`src/rtl/via6522_bus_responder.sv`:
```
// via6522_bus_responder: Mac-style 6522 VIA subset behind a 68000 bus.
// It provides a 16-entry register map, ports A/B, timers T1/T2, a byte-wide shift
// register, CA1/CA2 edge flags, and IFR/IER with a registered interrupt output.
// All register side effects happen once per bus cycle, on the edge where the strobe is
// first accepted. The acknowledge is then delayed by c_dtack_cycles clocks.
module via6522_bus_responder #(
    parameter int unsigned c_dtack_cycles = 2,
    parameter logic [7:0]  c_ora_reset    = 8'h10
) (
    input  logic       clk,
    input  logic       reset_n,
    input  logic       cs,
    input  logic [3:0] rs,
    input  logic       as_n,
    input  logic       uds_n,
    input  logic       rw,
    input  logic [7:0] din,
    output logic [7:0] dout,
    output logic       dtack_n,
    output logic       irq_n,
    input  logic       tick_en,
    input  logic       ca1,
    input  logic       ca2,
    input  logic       sr_strobe,
    input  logic [7:0] sr_in,
    output logic [7:0] pa_out,
    output logic [7:0] pb_out,
    output logic [7:0] pa_oe,
    output logic [7:0] pb_oe,
    input  logic [7:0] pa_in,
    input  logic [7:0] pb_in
);

    typedef enum logic [1:0] {
        S_IDLE = 2'd0,
        S_WAIT = 2'd1,
        S_ACK  = 2'd2
    } t_bus_state;

    // Last value of the wait counter before the acknowledge is issued.
    localparam logic [2:0] c_wait_last = 3'(c_dtack_cycles - 1);

    t_bus_state r_state;
    t_bus_state w_state_nxt;
    logic [2:0] r_wait_cnt;
    logic [2:0] w_wait_cnt_nxt;
    logic       r_dtack_n;
    logic       w_dtack_n_nxt;
    logic [7:0] r_dout;
    logic       r_irq_n;

    logic [7:0] r_ora;
    logic [7:0] r_orb;
    logic [7:0] r_ddra;
    logic [7:0] r_ddrb;
    logic [7:0] r_acr;
    logic [7:0] r_pcr;
    logic [7:0] r_sr;
    logic [6:0] r_ier;
    logic [6:0] r_ifr;

    logic [15:0] r_t1_cnt;
    logic [15:0] r_t1_latch;
    logic        r_t1_armed;
    logic [15:0] r_t2_cnt;
    logic [7:0]  r_t2_latch_lo;
    logic        r_t2_armed;

    logic [2:0] r_ca1_sync;
    logic [2:0] r_ca2_sync;

    logic        w_strobe;
    logic        w_acc;
    logic        w_wr;
    logic        w_rd;
    logic [15:0] w_sel;
    logic [15:0] w_wr_r;
    logic [15:0] w_rd_r;
    logic [15:0] w_acc_r;
    logic [7:0]  w_rd_data;
    logic [7:0]  w_pa_rd;
    logic [7:0]  w_pb_rd;
    logic        w_ifr7;
    logic        w_t1_fire;
    logic        w_t2_fire;
    logic        w_ca1_edge;
    logic        w_ca2_edge;
    logic        w_ca1_rise;
    logic        w_ca2_rise;
    logic [6:0]  w_ifr_set;
    logic [6:0]  w_ifr_clr;

    // A register access is accepted only in IDLE, so it is taken exactly once per strobe.
    assign w_strobe = cs & ~as_n & ~uds_n;
    assign w_acc    = (r_state == S_IDLE) & w_strobe;
    assign w_wr     = w_acc & ~rw;
    assign w_rd     = w_acc & rw;
    assign w_sel    = 16'h0001 << rs;
    assign w_wr_r   = w_sel & {16{w_wr}};
    assign w_rd_r   = w_sel & {16{w_rd}};
    assign w_acc_r  = w_wr_r | w_rd_r;

    // Bus FSM: state, wait counter and registered dtack.
    always_ff @(posedge clk or negedge reset_n) begin
        if (!reset_n) begin
            r_state    <= S_IDLE;
            r_wait_cnt <= 3'd0;
            r_dtack_n  <= 1'b1;
        end else begin
            r_state    <= w_state_nxt;
            r_wait_cnt <= w_wait_cnt_nxt;
            r_dtack_n  <= w_dtack_n_nxt;
        end
    end

    // Bus FSM next state. Releasing as_n ends the cycle from both WAIT and ACK.
    always_comb begin
        w_state_nxt    = r_state;
        w_wait_cnt_nxt = r_wait_cnt;
        w_dtack_n_nxt  = 1'b1;
        case (r_state)
            S_IDLE: begin
                if (w_strobe) begin
                    w_state_nxt    = S_WAIT;
                    w_wait_cnt_nxt = 3'd0;
                end
            end
            S_WAIT: begin
                if (as_n) begin
                    w_state_nxt = S_IDLE;
                end else if (r_wait_cnt == c_wait_last) begin
                    w_state_nxt   = S_ACK;
                    w_dtack_n_nxt = 1'b0;
                end else begin
                    w_wait_cnt_nxt = r_wait_cnt + 3'd1;
                end
            end
            S_ACK: begin
                if (as_n) begin
                    w_state_nxt = S_IDLE;
                end else begin
                    w_dtack_n_nxt = 1'b0;
                end
            end
            default: begin
                w_state_nxt = S_IDLE;
            end
        endcase
    end

    // Port read-back: output bits return the output register, input bits return the pin.
    assign w_pa_rd = (pa_in & ~r_ddra) | (r_ora & r_ddra);
    assign w_pb_rd = (pb_in & ~r_ddrb) | (r_orb & r_ddrb);
    assign w_ifr7  = |(r_ifr & r_ier);

    // Read-data multiplexer. It is sampled before same-edge read-clear side effects apply.
    always_comb begin
        w_rd_data = 8'h00;
        case (rs)
            4'h0: w_rd_data = w_pb_rd;
            4'h1: w_rd_data = w_pa_rd;
            4'h2: w_rd_data = r_ddrb;
            4'h3: w_rd_data = r_ddra;
            4'h4: w_rd_data = r_t1_cnt[7:0];
            4'h5: w_rd_data = r_t1_cnt[15:8];
            4'h6: w_rd_data = r_t1_latch[7:0];
            4'h7: w_rd_data = r_t1_latch[15:8];
            4'h8: w_rd_data = r_t2_cnt[7:0];
            4'h9: w_rd_data = r_t2_cnt[15:8];
            4'hA: w_rd_data = r_sr;
            4'hB: w_rd_data = r_acr;
            4'hC: w_rd_data = r_pcr;
            4'hD: w_rd_data = {w_ifr7, r_ifr};
            4'hE: w_rd_data = {1'b1, r_ier};
            4'hF: w_rd_data = w_pa_rd;
            default: w_rd_data = 8'h00;
        endcase
    end

    // Capture read data when a read is accepted, and hold it through the acknowledge.
    always_ff @(posedge clk or negedge reset_n) begin
        if (!reset_n) begin
            r_dout <= 8'h00;
        end else if (w_rd) begin
            r_dout <= w_rd_data;
        end
    end

    // Plain read/write registers: ports, DDRs, ACR, PCR and IER.
    always_ff @(posedge clk or negedge reset_n) begin
        if (!reset_n) begin
            r_ora  <= c_ora_reset;
            r_orb  <= 8'h00;
            r_ddra <= 8'h00;
            r_ddrb <= 8'h00;
            r_acr  <= 8'h00;
            r_pcr  <= 8'h00;
            r_ier  <= 7'h00;
        end else begin
            if (w_wr_r[0]) r_orb <= din;
            if (w_wr_r[1] | w_wr_r[15]) r_ora <= din;
            if (w_wr_r[2]) r_ddrb <= din;
            if (w_wr_r[3]) r_ddra <= din;
            if (w_wr_r[11]) r_acr <= din;
            if (w_wr_r[12]) r_pcr <= din;
            if (w_wr_r[14]) begin
                if (din[7]) r_ier <= r_ier | din[6:0];
                else        r_ier <= r_ier & ~din[6:0];
            end
        end
    end

    // Shift register. A completed keyboard byte takes priority over a CPU write.
    always_ff @(posedge clk or negedge reset_n) begin
        if (!reset_n) begin
            r_sr <= 8'h00;
        end else if (sr_strobe) begin
            r_sr <= sr_in;
        end else if (w_wr_r[10]) begin
            r_sr <= din;
        end
    end

    // Timer 1: one-shot or free-running. A high-byte counter write wins over a same-clock tick.
    always_ff @(posedge clk or negedge reset_n) begin
        if (!reset_n) begin
            r_t1_cnt   <= 16'h0000;
            r_t1_latch <= 16'h0000;
            r_t1_armed <= 1'b0;
        end else begin
            if (w_wr_r[4] | w_wr_r[6]) r_t1_latch[7:0] <= din;
            if (w_wr_r[5] | w_wr_r[7]) r_t1_latch[15:8] <= din;
            if (w_wr_r[5]) begin
                r_t1_cnt   <= {din, r_t1_latch[7:0]};
                r_t1_armed <= 1'b1;
            end else if (tick_en) begin
                if (r_t1_cnt == 16'h0000) begin
                    if (r_acr[6]) begin
                        r_t1_cnt <= r_t1_latch;
                    end else begin
                        r_t1_cnt   <= 16'hFFFF;
                        r_t1_armed <= 1'b0;
                    end
                end else begin
                    r_t1_cnt <= r_t1_cnt - 16'd1;
                end
            end
        end
    end

    // Timer 2: one-shot down counter that keeps wrapping after it has fired.
    always_ff @(posedge clk or negedge reset_n) begin
        if (!reset_n) begin
            r_t2_cnt      <= 16'h0000;
            r_t2_latch_lo <= 8'h00;
            r_t2_armed    <= 1'b0;
        end else begin
            if (w_wr_r[8]) r_t2_latch_lo <= din;
            if (w_wr_r[9]) begin
                r_t2_cnt   <= {din, r_t2_latch_lo};
                r_t2_armed <= 1'b1;
            end else if (tick_en) begin
                r_t2_cnt <= r_t2_cnt - 16'd1;
                if (r_t2_cnt == 16'h0000) r_t2_armed <= 1'b0;
            end
        end
    end

    assign w_t1_fire = tick_en & ~w_wr_r[5] & r_t1_armed & (r_t1_cnt == 16'h0000);
    assign w_t2_fire = tick_en & ~w_wr_r[9] & r_t2_armed & (r_t2_cnt == 16'h0000);

    // Two-flop synchronisers for CA1/CA2, plus a third stage for edge detection.
    always_ff @(posedge clk or negedge reset_n) begin
        if (!reset_n) begin
            r_ca1_sync <= 3'b000;
            r_ca2_sync <= 3'b000;
        end else begin
            r_ca1_sync <= {r_ca1_sync[1:0], ca1};
            r_ca2_sync <= {r_ca2_sync[1:0], ca2};
        end
    end

    assign w_ca1_rise = r_ca1_sync[1] & ~r_ca1_sync[2];
    assign w_ca2_rise = r_ca2_sync[1] & ~r_ca2_sync[2];
    assign w_ca1_edge = r_pcr[0] ? w_ca1_rise : (~r_ca1_sync[1] & r_ca1_sync[2]);
    assign w_ca2_edge = r_pcr[2] ? w_ca2_rise : (~r_ca2_sync[1] & r_ca2_sync[2]);

    // Flag events and their clear sources. Bits 4:3 have no source and only clear.
    assign w_ifr_set = {w_t1_fire, w_t2_fire, 2'b00, sr_strobe, w_ca1_edge, w_ca2_edge};
    always_comb begin
        w_ifr_clr = w_wr_r[13] ? din[6:0] : 7'h00;
        if (w_rd_r[4] | w_wr_r[5] | w_wr_r[7]) w_ifr_clr[6] = 1'b1;
        if (w_rd_r[8] | w_wr_r[9]) w_ifr_clr[5] = 1'b1;
        if (w_acc_r[10]) w_ifr_clr[2] = 1'b1;
        if (w_acc_r[1]) w_ifr_clr[1:0] = 2'b11;
    end

    // Interrupt flags. A set event in the same clock as a clear wins.
    always_ff @(posedge clk or negedge reset_n) begin
        if (!reset_n) begin
            r_ifr <= 7'h00;
        end else begin
            r_ifr <= (r_ifr & ~w_ifr_clr) | w_ifr_set;
        end
    end

    // Registered interrupt request. It lags the flag state by one clock.
    always_ff @(posedge clk or negedge reset_n) begin
        if (!reset_n) begin
            r_irq_n <= 1'b1;
        end else begin
            r_irq_n <= ~w_ifr7;
        end
    end

    assign dout    = r_dout;
    assign dtack_n = r_dtack_n;
    assign irq_n   = r_irq_n;
    assign pa_out  = r_ora;
    assign pb_out  = r_orb;
    assign pa_oe   = r_ddra;
    assign pb_oe   = r_ddrb;

endmodule

```
`config.mk`:
```
export PLATFORM = sky130hd
export DESIGN_NAME = via6522_bus_responder
export DESIGN_NICKNAME = d
export VERILOG_FILES = /design/src/rtl/via6522_bus_responder.sv
export SDC_FILE = /design/constraint.sdc
export NUM_CORES = 1
export LEC_CHECK = 0
export ABC_AREA = 1
export CAP_MARGIN = 20
export CORE_ASPECT_RATIO = 1.75
export CORE_UTILIZATION = 52
export CTS_BUF_LIST = sky130_fd_sc_hd__clkbuf_4 sky130_fd_sc_hd__clkbuf_8 sky130_fd_sc_hd__clkbuf_16
export DETAILED_ROUTE_END_ITERATION = 7
export GPL_TIMING_DRIVEN = 0
export PLACE_DENSITY = 0.77
export SYNTH_ARGS = -nofsm -noshare
export SYNTH_HDL_FRONTEND = slang
export SYNTH_SLANG_ARGS = --single-unit
```
`constraint.sdc`:
```
create_clock -name clk -period 1.7 [get_ports clk]
set_clock_uncertainty 0.05 [all_clocks]
set_input_delay 0.255 -clock clk [delete_from_list [all_inputs] [get_ports clk]]
set_output_delay 0.255 -clock clk [all_outputs]
set_load 0.02 [all_outputs]
```
== Word level (Yosys, flattened, before mapping) ==
Cells that the tools add are included.

* Bits in registers: 149
* Input bits: 46
* Output and inout port bits: 42
* Word-level logic and storage cells: 153

* Add/sub/neg operators: 3
* Eq/ne operators: 24
* Shifts and indexed selects: 1
* Muxes and demuxes: 37
* Bitwise gates (word level): 49
* Reduce and logical (&&, ||, !) cells: 16

{| class="wikitable"
|+ Operators by type and width
! kind !! count
|-
| one-hot mux 8 bit (15 select lines) || 1
|-
| two-way mux 16 bit || 6
|-
| bitwise AND 8 bit || 4
|-
| equality test 4 bit, second input constant || 8
|-
| zero test 16 bit || 2
|-
| subtractor 16 x 1 -> 16 bit, second input constant || 2
|-
| bitwise AND 7 bit || 3
|-
| bitwise AND 16 bit || 1
|-
| equality test 4 x 3 -> 1 bit, second input constant || 4
|-
| two-way mux 8 bit || 2
|-
| inverter 8 bit || 2
|-
| OR 8 bit || 2
|-
| left shift 1 x 4 -> 16 bit, first input constant || 1
|-
| bitwise AND 1 bit || 15
|-
| two-way mux 1 bit || 15
|-
| two-way mux 7 bit || 2
|-
| inverter 7 bit || 2
|-
| OR 7 bit || 2
|-
| nonzero test 2 bit || 6
|-
| bitwise AND 11 bit || 1
|-
| OR 11 bit || 1
|-
| two-way mux 2 bit || 5
|-
| inverter 1 bit || 10
|-
| two-way mux 3 bit || 3
|-
| 20 further kinds || 30
|}

== Logic depth before layout (Yosys ltp) ==
* Word-level depth: 12
* Gate-level depth with buffers: 11
* Mapped depth without buffers: 11

== Worst setup path after synthesis ==
No wires, ideal clock.

* Path type: register to register
* From: register r_state[0]
* To: register r_ddra[6] (netlist: pa_oe[6])
* Setup time: 0.131 ns
* Arrival time: 1.589 ns
* Setup slack: -0.069 ns
* Stages on the path, launching flop included: 10
* Buffers on the path: 2
* Clock period less this slack: 1.769 ns
* Cells stage by stage: dfrtp_1 -> inv_1 -> ha_1 -> nand4_1 -> nor2_1 -> buf_4 -> nand3_1 -> clkbuf_1 -> nand2_1 -> o21ai_0

* Word-level cells in the longest chain between the ends: 4

{| class="wikitable"
|+ Ends and longest elaborated chain
! what !! line !! RTL
|-
| start, declared || 43 || <nowiki>t_bus_state r_state;</nowiki>
|-
| start signal, assigned || 110 || <nowiki>r_state <= w_state_nxt;</nowiki>
|-
| zero test 2 bit || 95 || <nowiki>assign w_acc = (r_state == S_IDLE) & w_strobe;</nowiki>
|-
| bitwise AND 1 bit || 95 ||
|-
| bitwise AND 1 bit || 96 || <nowiki>assign w_wr = w_acc & ~rw;</nowiki>
|-
| bitwise AND 16 bit || 99 || <nowiki>assign w_wr_r = w_sel & {16{w_wr}};</nowiki>
|-
| end signal, assigned || 203 || <nowiki>if (w_wr_r[3]) r_ddra <= din;</nowiki>
|-
| end, declared || 54 || <nowiki>logic [7:0] r_ddra;</nowiki>
|}

Every way passes these cells.
A chain may end at the register's enable or synchronous reset.

== Final worst setup path ==
* From: register r_state[1]
* To: register r_t2_cnt[8]

* Word-level cells in the longest chain between the ends: 5
* Elaborated cells between the ends (all ways): 6

{| class="wikitable"
|+ Ends and longest elaborated chain
! what !! line !! RTL
|-
| zero test 2 bit * || 95 ||
|-
| bitwise AND 1 bit * || 95 ||
|-
| bitwise AND 1 bit * || 96 ||
|-
| bitwise AND 16 bit * || 99 ||
|-
| two-way mux 16 bit / nonzero test 2 bit (equally long branches) || n/a ||
|-
| end signal, assigned || 260 || <nowiki>r_t2_cnt <= {din, r_t2_latch_lo};</nowiki>
|-
| end signal, assigned || 263 || <nowiki>r_t2_cnt <= r_t2_cnt - 16'd1;</nowiki>
|-
| end, declared || 65 || <nowiki>logic [15:0] r_t2_cnt;</nowiki>
|}

Every way passes the cells marked *; elsewhere a longest branch is shown, timed or not.

==> results by group <==
Worst setup path
  • Maximum fanout along the worst path: 6
  • FF-to-FF Start: r_state[1]
  • Reg2reg setup slack: -0.23 ns
  • R2R depth: 11
  • R2r endpoint: r_t2_cnt[8]
  • Startpoint Class: flop
  • Worst setup path start: r_state[1]
  • CP Class: reg -> reg
  • CP Data Arrival Time: ~2.2 ns
  • CP Capture Type: flop
  • CP required: 1.99 ns

Finish
  • # nets final: 1355
  • Finished Layout Cells: between 1000 and 1500
  • Fillers: approximately 1300
  • Area delta synth->final: 32.4%
  • Largest regs: r_t1_cnt (16), r_t1_latch (16), r_t2_cnt (16)
  • N_diodes: 0
  • Layout cells sized above 1: roughly 16%

Yosys
  • Syn Nets: 1206
  • Top cells by area, synth: dfrtp_1, nand2_1, nand3_1, o21ai_0, nor2_1
  • Synth Instances: around 1200
  • Mapped cell area: between 0.008 and 0.009 mm^2
  • Cell taking the most area after synthesis: dfrtp_1
  • FFs w/ async S/R, synth: 100%
  • Sequential area share after synthesis: a little under half
  • Synth Flop Type: dfrtp_1
  • Share of the synthesized area in the top cell type: between 40% and 50%
  • Synth warnings: 0
  • EDFF count, synth: 0
  • Unique masters post-synth: 35
  • Commonest cells post-synth: nand2_1, dfrtp_1, nand3_1
  • Mean Syn Cell Area: between 7 and 8 um^2
  • Most numerous cell in the Yosys netlist: nand2_1
  • #FFs+latches synth: 149

Power and ir drop
  • Gate power share: 32.2%
  • P per Cell Area: 1210 mW/mm^2
  • Maximum vdd drop: between 0.0008 and 0.0009 V
  • Sequential Power Share: approximately 40%
  • LEAKAGE: 5.59 nW
  • Sw Pwr: about 5.2 mW
  • P_int: 8.03 mW
  • Clk network pwr share: between 20 and 30%
  • Switching Share: between 30% and 40%

Timing
  • Worst Hold Slack: approximately 0.21 ns
  • Final Hold Viols: 0
  • Setup repair after global routing missed its margin: true
  • Minimum clock period: between 1.5 and 2 ns
  • Final clock period utilization by the worst path: 114%
  • Final WS setup: -0.233 ns
  • Fmax: around 0.52 GHz
  • Final setup fails: 116
  • Worst slew pin tran: approximately 0.78 ns
  • Worst rel slew slack: 48.2%
  • Final Max Slew Viols: 0

Clock network
  • Root buffer cell: clkbuf_16
  • TritonCTS Buffers: 17
  • CTS clk-pin slew, worst paths: 0.07 ns
  • H-Tree Depth: 4
  • CTS Sinks: 149
  • Clock latency on the worst-skew pair: 0.43 ns
  • Clk buf depth: 2
  • CTS tree: yes

Drt
  • # DRC: 0
  • Avg WL per Cell: between 20 and 25 um
  • Antenna-violating nets left: 0
  • Initial drt markers: between 700 and 800
  • Routed WL: ~32 mm
  • Vias: 8747
  • Via density: 5.84
  • Initial DRT Pass Iterations: 5

Die
  • CORE AREA: about 0.015 mm^2
  • Initial Utilization: ~53%
  • Die Footprint: 0.0163 mm^2
  • Die Span Y: around 170 um
  • Die W: about 97 um
  • FP Rows: 60
  • Io pins: 88

Global routing
  • Vias in the first global route: ~8600
  • GRT Total Usage: 39.6%
  • Largest net degree at the start of global routing: 85
  • Final global-route overflow total: 0
  • Global-route wire length before repair: ~48 mm
  • Initial antenna violation count: 0

Job
  • Max-Cap Viols: 0

Placement
  • Dpl cells: 1424
  • Port Buffer Count: 86
  • Final Wtd Congestion: 0.980
  • Placed wire-length estimate: 22.7 mm

Outcome
  • Failing checks: setup timing
  • Status: finished with violations

Hold path
  • Worst hold path startpoint: ca2
  • Hold path depth: 1
  • Worst Hold Class: in -> reg
  • Hold path endpoint: r_ca2_sync[0]
==> placed cells by master, fill, tap and decap left out, types with 5 or more instances in the layout <==
cell type	instances
a21oi_1	14
a21oi_2	5
buf_2	6
buf_4	25
buf_6	17
buf_8	9
clkbuf_16	17
clkbuf_8	8
clkdlybuf4s50_1	39
dfrtp_1	141
dfrtp_2	5
dlygate4sd2_1	44
ha_1	6
inv_1	80
inv_2	10
inv_6	5
nand2_1	387
nand2_2	14
nand2_4	14
nand3_1	122
nand3_2	7
nand4_1	6
nor2_1	88
nor2_2	11
nor2_4	10
nor3_1	6
o211ai_1	14
o21ai_0	101
o21ai_1	15
xnor2_1	6
xor2_1	12
==> area by class of cell <==
class / count / area, um^2 / area share (%)
plain buffers: 31 / 294 / 2.70
clock buffers: 20 / 454 / 4.17
clock inverters: 12 / 119 / 1.09
inverters: 98 / 392 / 3.60
multi-input cells: 872 / 4380 / 40.3
flip-flops and latches: 149 / 3740 / 34.4
well taps: 186 / 233 / 2.14
repair buffers: 131 / 1270 / 11.7
==> how the worst max path moves through the flow <==
stage	to
floorplan	pa_oe[6]
global placement	r_wait_cnt[0]
detailed placement	r_sr[2]
CTS	r_t2_latch_lo[7]
global route	r_t2_cnt[8]
finish	r_t2_cnt[8]
==> through the flow <==
stage	power (mW)	setup TNS [ns]	worst slack (ns)	cell area, um^2	util (%)
after global placement	8.89	-928.77	-5.67	9320	60.6
after floorplan	7.42	-0.342	-0.0512	8230	-
after CTS	12.9	-18.29	-0.224	10700	69.7
final	13.2	-12.36	-0.233	10900	70.7
after detailed placement	9.01	-90.23	-0.853	9350	60.7
after global routing	13.9	-23.64	-0.300	10900	70.7
==> metal layers <==
layer	vias up	part of all wire, %	track usage (%)	wire length (um)
li1	4031	-	-	-
met4	0	8.4	30.6	2670
met1	4142	35	43.2	11100
met3	151	6.2	6.56	1980
met2	423	50	68.3	16000
met5	-	0	0	0
==> logic make-up (layout without fill, tap and decap cells) <==
| kind of cell | count (synthesis) | after routing | synth area share, % |
|---|---|---|---|
| DFF | 149 | 149 | 45.4 |
| buffers and inverters | 130 | 292 | 6.29 |
| and+or+nand+nor | 675 | 675 | 33.6 |
| xor gates and xnor gates | 18 | 18 | 1.92 |
| muxes | 4 | 4 | 0.487 |
| adders and majority gates | 9 | 9 | 1.37 |
| AOI/OAI and AO/OA | 166 | 166 | 10.9 |
==> critical path: stages (launching register included) <==
cell        delay [ns]
dfrtp_1           0.39
inv_2             0.09
ha_4              0.15
nand4_1           0.18
nor2_4            0.21
buf_6             0.12
nand2_4           0.05
buf_8             0.15
clkinvlp_4        0.14
buf_8             0.16
nand2_2           0.05
o211ai_1          0.09
==> power groups by stage <==
| stage | Sequential, mW | Clock (mW) | Combinational [mW] |
|---|---|---|---|
| 5_1_grt | 5.28 | 3.87 | 4.69 |
| 3_3_place_gp | 5.19 | 0 | 3.70 |
| 3_5_place_dp | 5.21 | 0 | 3.79 |
| 2_1_floorplan | 5.13 | 0 | 2.29 |
| 4_1_cts | 5.15 | 3.73 | 4.00 |
| 6_report | 5.23 | 3.73 | 4.25 |
==> repair_timing <==
item                                    4_1_cts  5_1_grt
pin swaps                                    24       11
hold buffers                                  1        0
gates resized for setup                     195       64
endpoints found under the setup margin      177      137
endpoints found under the hold margin        65        0
cloned                                        8        0
setup buffers                                34        4
Note: power is estimated with default switching activity, not from simulation.
